--- src/rtl/crossing_pkg.sv ---
// Shared types and limits for the toggle-handshake register crossing.
package crossing_pkg;

  typedef enum logic {
    IDLE = 1'b0,
    HOLD = 1'b1
  } state_t;

  localparam int unsigned SYNC_STAGES_MIN = 2;
  localparam int unsigned SYNC_STAGES_MAX = 4;

  function automatic bit sync_stages_legal(input int unsigned n);
    return (n >= SYNC_STAGES_MIN) && (n <= SYNC_STAGES_MAX);
  endfunction

endpackage

--- src/rtl/crossing_reg_rx_if.sv ---
// Source-word, destination handshake and ack signals of one register crossing.
interface crossing_reg_rx_if #(
  parameter int unsigned WIDTH = 8
);

  logic [WIDTH-1:0] s_data;
  logic             s_toggle;
  logic [WIDTH-1:0] d_data;
  logic             d_valid;
  logic             d_ready;
  logic             ack_toggle;
  logic             err;

  modport master (
    output s_data, s_toggle, d_ready,
    input  d_data, d_valid, ack_toggle, err
  );

  modport slave (
    input  s_data, s_toggle, d_ready,
    output d_data, d_valid, ack_toggle, err
  );

endinterface

--- src/rtl/sync_bit.sv ---
// Single-bit multi-flop synchronizer with synchronous reset; shared with the source-side ack receiver.
module sync_bit
  import crossing_pkg::*;
#(
  parameter int unsigned STAGES = 2
) (
  input  logic CLK,
  input  logic RST,
  input  logic i_d,
  output logic o_q
);

  logic [STAGES-1:0] r_chain;

  if (!sync_stages_legal(STAGES)) begin : g_bad_stages
    $error("sync_bit: STAGES must be within 2..4");
  end

  // Pure shift chain: nothing may sit between the stages.
  always_ff @(posedge CLK) begin
    if (RST) begin
      r_chain <= '0;
    end else begin
      r_chain <= {r_chain[STAGES-2:0], i_d};
    end
  end

  assign o_q = r_chain[STAGES-1];

endmodule

--- src/rtl/crossing_reg_rx.sv ---
// Destination end of a toggle-handshake register crossing.
// Optional protocol checker enabled by defining CROSSING_RX_CHECK_EN.
module crossing_reg_rx
  import crossing_pkg::*;
#(
  parameter int unsigned      WIDTH       = 8,
  parameter logic [WIDTH-1:0] INIT        = {WIDTH{1'b0}},
  parameter int unsigned      SYNC_STAGES = 2
) (
  input  logic             CLK,
  input  logic             RST,
  crossing_reg_rx_if.slave io_bus
);

  if (!sync_stages_legal(SYNC_STAGES)) begin : g_bad_stages
    $error("crossing_reg_rx: SYNC_STAGES must be within 2..4");
  end

  state_t           r_state;
  state_t           w_stateNext;
  logic             w_togSync;
  logic             r_togLast;
  logic             w_edge;
  logic             w_capture;
  logic             w_accept;
  logic [WIDTH-1:0] r_dData;
  logic             r_dValid;
  logic             r_ack;

  sync_bit #(
    .STAGES(SYNC_STAGES)
  ) u_sync (
    .CLK (CLK),
    .RST (RST),
    .i_d (io_bus.s_toggle),
    .o_q (w_togSync)
  );

  // tog_last only advances on capture, so edges are ignored while holding a word.
  assign w_edge = w_togSync ^ r_togLast;

  always_ff @(posedge CLK) begin
    if (RST) begin
      r_state <= IDLE;
    end else begin
      r_state <= w_stateNext;
    end
  end

  always_comb begin
    w_stateNext = r_state;
    w_capture   = 1'b0;
    w_accept    = 1'b0;
    case (r_state)
      IDLE: begin
        if (w_edge) begin
          w_capture   = 1'b1;
          w_stateNext = HOLD;
        end
      end
      HOLD: begin
        if (io_bus.d_ready) begin
          w_accept    = 1'b1;
          w_stateNext = IDLE;
        end
      end
      default: w_stateNext = IDLE;
    endcase
  end

  always_ff @(posedge CLK) begin
    if (RST) begin
      r_togLast <= 1'b0;
      r_dData   <= INIT;
      r_dValid  <= 1'b0;
      r_ack     <= 1'b0;
    end else begin
      if (w_capture) begin
        r_dData   <= io_bus.s_data;
        r_togLast <= w_togSync;
        r_dValid  <= 1'b1;
      end
      if (w_accept) begin
        r_dValid <= 1'b0;
        r_ack    <= ~r_ack;
      end
    end
  end

  assign io_bus.d_data     = r_dData;
  assign io_bus.d_valid    = r_dValid;
  assign io_bus.ack_toggle = r_ack;

`ifdef CROSSING_RX_CHECK_EN
  logic r_err;
  logic r_togPrev;
  logic r_holdFlip;
  logic r_dblFlip;
  logic w_togChg;
  logic w_errSet;

  assign w_togChg = w_togSync ^ r_togPrev;
  assign w_errSet = ((r_state == HOLD) && w_edge) ||
                    (r_dblFlip && io_bus.d_ready && !r_dValid);

  // Counts request flips seen while holding so a double flip stays visible after it cancels out.
  always_ff @(posedge CLK) begin
    if (RST) begin
      r_err      <= 1'b0;
      r_togPrev  <= 1'b0;
      r_holdFlip <= 1'b0;
      r_dblFlip  <= 1'b0;
    end else begin
      r_togPrev <= w_togSync;
      if (w_capture) begin
        r_holdFlip <= 1'b0;
      end else if ((r_state == HOLD) && w_togChg) begin
        r_holdFlip <= 1'b1;
        if (r_holdFlip) begin
          r_dblFlip <= 1'b1;
        end
      end
      if (w_errSet) begin
        r_err <= 1'b1;
      end
    end
  end

  assign io_bus.err = r_err;

`ifndef SYNTHESIS
  always_ff @(posedge CLK) begin
    if (!RST && w_errSet && !r_err) begin
      $display("crossing_reg_rx: protocol violation at %0t, d_data=%h", $time, r_dData);
    end
  end
`endif
`else
  assign io_bus.err = 1'b0;
`endif

endmodule

--- src/flat_wrapper.sv ---
// flat-port wrapper written by rule: the top's interface ports become plain ports
module crossing_reg_rx_flat import crossing_pkg::*;
#(
  parameter int unsigned      WIDTH       = 8,
  parameter logic [WIDTH-1:0] INIT        = {WIDTH{1'b0}},
  parameter int unsigned      SYNC_STAGES = 2
)
  (CLK, RST, io_bus_s_data, io_bus_s_toggle, io_bus_d_ready, io_bus_d_data, io_bus_d_valid, io_bus_ack_toggle, io_bus_err);
  crossing_reg_rx_if #(.WIDTH(WIDTH)) io_bus_i ();
  input  logic CLK;
  input  logic RST;
  input wire logic [$bits(io_bus_i.s_data)-1:0] io_bus_s_data;
  input wire logic [$bits(io_bus_i.s_toggle)-1:0] io_bus_s_toggle;
  input wire logic [$bits(io_bus_i.d_ready)-1:0] io_bus_d_ready;
  output wire logic [$bits(io_bus_i.d_data)-1:0] io_bus_d_data;
  output wire logic [$bits(io_bus_i.d_valid)-1:0] io_bus_d_valid;
  output wire logic [$bits(io_bus_i.ack_toggle)-1:0] io_bus_ack_toggle;
  output wire logic [$bits(io_bus_i.err)-1:0] io_bus_err;
  assign io_bus_i.s_data = io_bus_s_data;
  assign io_bus_i.s_toggle = io_bus_s_toggle;
  assign io_bus_i.d_ready = io_bus_d_ready;
  assign io_bus_d_data = io_bus_i.d_data;
  assign io_bus_d_valid = io_bus_i.d_valid;
  assign io_bus_ack_toggle = io_bus_i.ack_toggle;
  assign io_bus_err = io_bus_i.err;
  crossing_reg_rx #(.WIDTH(WIDTH), .INIT(INIT), .SYNC_STAGES(SYNC_STAGES)) u_core (.CLK(CLK), .RST(RST), .io_bus(io_bus_i));
endmodule
--- config.mk ---
export PLATFORM = sky130hd
export DESIGN_NAME = crossing_reg_rx_flat
export DESIGN_NICKNAME = d
export VERILOG_FILES = /design/src/rtl/crossing_pkg.sv /design/src/rtl/crossing_reg_rx_if.sv /design/src/rtl/sync_bit.sv /design/src/rtl/crossing_reg_rx.sv /design/src/flat_wrapper.sv
export SDC_FILE = /design/constraint.sdc
export NUM_CORES = 1
export LEC_CHECK = 0
export CORE_MARGIN = 2
export CORE_UTILIZATION = 40
export CTS_CLUSTER_DIAMETER = 60
export DETAILED_ROUTE_END_ITERATION = 12
export PLACE_DENSITY_LB_ADDON = 0.3
export REMOVE_ABC_BUFFERS = 1
export SYNTH_ARGS = -nofsm -noshare
export SYNTH_HDL_FRONTEND = slang
export SYNTH_SLANG_ARGS = --single-unit
--- constraint.sdc ---
create_clock -name CLK -period 1.3 [get_ports CLK]
set_input_delay 0.26 -clock CLK [delete_from_list [all_inputs] [get_ports CLK]]
set_output_delay 0.26 -clock CLK [all_outputs]
set_load 0.03 [all_outputs]
Word level (Yosys, flattened, before mapping)
Index checks and enable logic that the tools add are counted.
{"block": "classes", "mux": 6, "bitwise_logic": 3, "n_reduce_logical": 1}
{"op": "1-bit two-way mux", "count": 5}
{"op": "1-bit NOT", "count": 2}
{"op": "1-bit one-hot mux with 2 select lines", "count": 1}
{"op": "2-bit OR reduction", "count": 1}
{"op": "1-bit bitwise XOR", "count": 1}
{"block": "word_totals", "regBits": 14, "inputBits": 12, "output_inout_bits": 11, "elab_cells": 16}

Logic depth before layout (Yosys ltp)
{"block": "logic_depth", "depth_word": 3, "depth_mapped": 4, "depth_no_buf": 3}

Cells and area by module
Synthesis repeated with hierarchy kept, for this count alone.
{"block": "unflattened", "cells_unflattened": 57, "area_unflattened_um2": 576.8}
{"mod": "crossing_reg_rx", "n_inst": 1, "cells_each": 53, "area_per_inst_um2": 524.3, "seq_area_each_um2": 240.2}
{"mod": "sync_bit", "n_inst": 1, "cells_each": 4, "area_per_inst_um2": 52.6, "seq_area_each_um2": 40.0}

Worst setup path after synthesis
OpenSTA, ideal clock, no wires.
{"block": "synth_timing", "path_type": "reg-to-reg", "startpoint": "register u_core.u_sync.r_chain[1]", "endpoint": "register u_core.r_dData[0] (netlist: u_core.io_bus.d_data[0])", "setup_ns": 0.072, "arrival_ns": 0.966, "required_time_ns": 1.228, "path_slack_ns": 0.262, "stages_incl_launch_ff": 5, "n_path_buf": 1, "period_less_slack_ns": 1.038, "path_cell_list": "dfxtp_1 xor2_1 and2b_1 buf_6 mux2i_1"}
{"block": "synth_via", "elab_chain_len": 3}
{"item": "start: declaration", "line_no": "sync_bit.sv:13", "text": "logic [STAGES-1:0] r_chain;"}
{"item": "start signal: assignment", "line_no": "sync_bit.sv:24", "text": "r_chain <= {r_chain[STAGES-2:0], i_d};"}
{"item": "1-bit bitwise XOR", "line_no": "crossing_reg_rx.sv:40", "text": "assign w_edge = w_togSync ^ r_togLast;"}
{"item": "1-bit two-way mux", "line_no": "crossing_reg_rx.sv:56", "text": "if (w_edge) begin"}
{"item": "1-bit two-way mux", "line_no": "crossing_reg_rx.sv:54", "text": "case (r_state)"}
{"item": "end signal: assignment", "line_no": "crossing_reg_rx.sv:79", "text": "r_dData <= io_bus.s_data;"}
{"item": "end: declaration", "line_no": "crossing_reg_rx.sv:26", "text": "logic [WIDTH-1:0] r_dData;"}
Every way passes these cells.
A chain may end at the register's enable or synchronous reset.

Worst setup path in the final report
{"block": "layout_timing", "startpoint": "register u_core.r_dData[6] (netlist: u_core.io_bus.d_data[6])", "endpoint": "output io_bus_d_data[6]"}
{"item": "end: declaration", "line_no": "flat_wrapper.sv:15", "text": "output wire logic [$bits(io_bus_i.d_data)-1:0] io_bus_d_data;"}
No word-level cell between the ends.

==> summary.md <==
| Metric | Value |
|---|---|
| Status | `finished, final reports clean` |
| Die area | `1758 µm²` |
| Final instance area | `833.3 µm²` |
| Crit path buf inv count | `1` |
| Initial DRC count | `2` |
| Pwr dens | `1126 nW/µm²` |
| CTS tree | `done` |
| Core area | `1318 µm²` |
| Clock slew at reported path FFs | `0.08 ns` |
| Main synth FF type | `dfxtp_1` |
| Setup-failing EPs final | `0` |
| Cell chain of the critical path | `dlygate4sd2_1` |
| Placed instance area | `808.3 µm²` |
| TNS Setup | `0 ns` |
| Syn-to-layout area delta | `44.78%` |
| Commonest non-fill, non-tap cell in the layout | `nand2b_1` |
| Cts bufs inserted | `3` |
| Grt met1 use | `0.1429` |
| Syn Inst Count | `57` |
| Synthesized area | `575.6 µm²` |
| Via count | `428` |
| Top Usage Layer GRT | `met2` |
| RSZ-0062 raised after global routing | `false` |
| Final core occ | `0.6325` |
| Remaining global-route overflow | `0` |
| Crit path max-delay family | `buffers and inverters` |
| H-tree levels | `1` |
| Met3 usage | `0.03043` |
| Clk root buf | `clkbuf_4` |
| Synth top area share | `0.4870` |
| Max Buffers Root-to-Sink | `2` |
| Count of TritonRoute iterations in the first routing pass | `2` |
| Crit start category | `register` |
| First-pass GRT wire length | `1600 µm` |
| Number of routed nets with antenna violations | `0` |
| DRC viols | `0` |
| Required @ worst endpoint | `1.04 ns` |
| Number of global-route vias before repair | `402` |
| Die Y | `41.93 µm` |
| Post-synthesis sequential area ratio | `0.4870` |
| Arr. time, crit path | `1.00 ns` |
| Worst Setup End Kind | `primary output` |
| GRT Resource Usage Total | `0.1148` |
| Cell variety after synth | `14` |
| DRT Wirelength | `880 µm` |
| Drt wl/cell | `9.072 µm` |
| DR vias/cell | `4.412` |
| Worst stage delay on the critical path | `0.40 ns` |
| Port Buffer Count | `21` |
| CP Class | `register to primary output` |
| Reg-to-reg slack, setup | `0.14 ns` |
| CTS Sinks | `14` |
| Max Slew Vio Count | `0` |
| Initial antenna violation count | `0` |
| Hold Path Class | `register to register` |
| Max-cap viol count | `0` |
| CP max stage cell | `dlygate4sd2_1` |
| Most frequent cells in the layout | `nand2b_1, dfxtp_1, clkdlybuf4s50_1, mux2i_1, dlygate4sd2_1` |
| Yosys top cell by area | `dfxtp_1` |
| # rows | `13` |
| Global Route met2 Usage | `0.1906` |
| Final nets | `95` |
| Layout cell share with drive strength beyond 1 | `0.1098` |
| Fill cells | `126` |
| HPWL Detailed | `700.8 µm` |
| Flops & latches, synth | `14` |
| Tcrit/Tclk final | `0.9703` |
| Dpl ws | `0.05028 ns` |
| Worst-Skew Late Latency | `0.27 ns` |
| Hold_ws | `0.4465 ns` |
| YS warnings | `0` |
| Count of hold-fix buffers inserted at cts | `0` |
| Syn avg cell area | `10.10 µm²` |
| Fmax achieved | `0.7928 GHz` |
| Number of synthesized flops with an enable pin | `0` |
| Tmin final | `1.261 ns` |
| Top post-synthesis cells by area | `dfxtp_1, nand2b_1, mux2i_1` |
| Starting Density | `0.4368` |
| Leak | `0.3544 nW` |
| Number of diodes | `0` |
| Largest fanout on the critical path | `2` |
| GP Congestion | `0.6968` |
| Final worst-path setup slack | `0.03859 ns` |
| Final Hold Vio Count | `0` |
| Pin count of the biggest net entering global routing | `15` |
| Worst Skew | `0.002553 ns` |
| Die X | `41.93 µm` |
| VDD IR-drop max | `631.8 µV` |
| Synth async-reset ratio | `0` |
| Num ports | `23` |
-- repair_timing --
item                                    in CTS  in global routing
setup buffers                                0                  0
resized for setup                           10                  6
endpoints found under the setup margin      10                  5
gates cloned                                 0                  0
-- worst paths after layout --
kind,start,endpoint,cells past startpoint
worst max-delay path,u_core.io_bus.d_data[6],io_bus_d_data[6],1
worst min register to register,u_core.u_sync.r_chain[0],u_core.u_sync.r_chain[1],1
worst max register to register,u_core.u_sync.r_chain[1],u_core.io_bus.d_data[7],4
worst min-delay path,u_core.u_sync.r_chain[0],u_core.u_sync.r_chain[1],1
-- kinds of logic (layout without fill, tap and decap cells) --
family | Yosys count | count (layout) | share of synthesized area
AOI/OAI and AO/OA | 1 | 1 | 0.008687
xor gates and xnor gates | 2 | 2 | 0.03044
buffers and inverters | 4 | 29 | 0.04566
DFF | 14 | 14 | 0.4870
muxes | 9 | 9 | 0.1565
other | 1 | 1 | 0.006515
and+or+nand+nor | 26 | 26 | 0.2652
-- power by group --
part | internal [mW] | switching, mW
sequential | 0.453 | 0.0128
clock | 0.170 | 0.134
combinational | 0.0884 | 0.0805
total | 0.711 | 0.227
-- sequential cells by signal (all words and copies together) (netlist names) --
register / count
u_core.r_togLast: 1
u_core.r_state: 1
u_core.io_bus.d_valid: 1
u_core.io_bus.ack_toggle: 1
u_core.u_sync.r_chain: 2
u_core.io_bus.d_data: 8
-- through the flow --
stage / std cells / power, mW
after floorplan: 53 / 0.5671
after global placement: 93 / 0.6556
after detailed placement: 93 / 0.6582
after CTS: 97 / 0.9503
after global routing: 97 / 0.9883
final: 97 / 0.9385
-- Yosys cell counts (2+ instances only) --
master     n
clkbuf_1   2
dfxtp_1   14
nor2_1     3
nor2b_1    2
mux2i_1    9
nand2b_1  17
xor2_1     2
nand2_1    2
-- layer usage --
metal	vias up	part of all wire
met5	-	0
met4	0	0.0057
met3	2	0.068
met2	14	0.44
met1	185	0.48
li1	227	-
-- final cells by class --
class | count | area (µm²) | area share
flip-flops and latches | 14 | 280.3 | 0.3363
multi-input cells | 39 | 269.0 | 0.3228
repair buffers | 25 | 229.0 | 0.2748
clock buffers | 4 | 36.28 | 0.04354
well taps | 15 | 18.77 | 0.02252
Note: power is estimated with default switching activity, not from simulation.
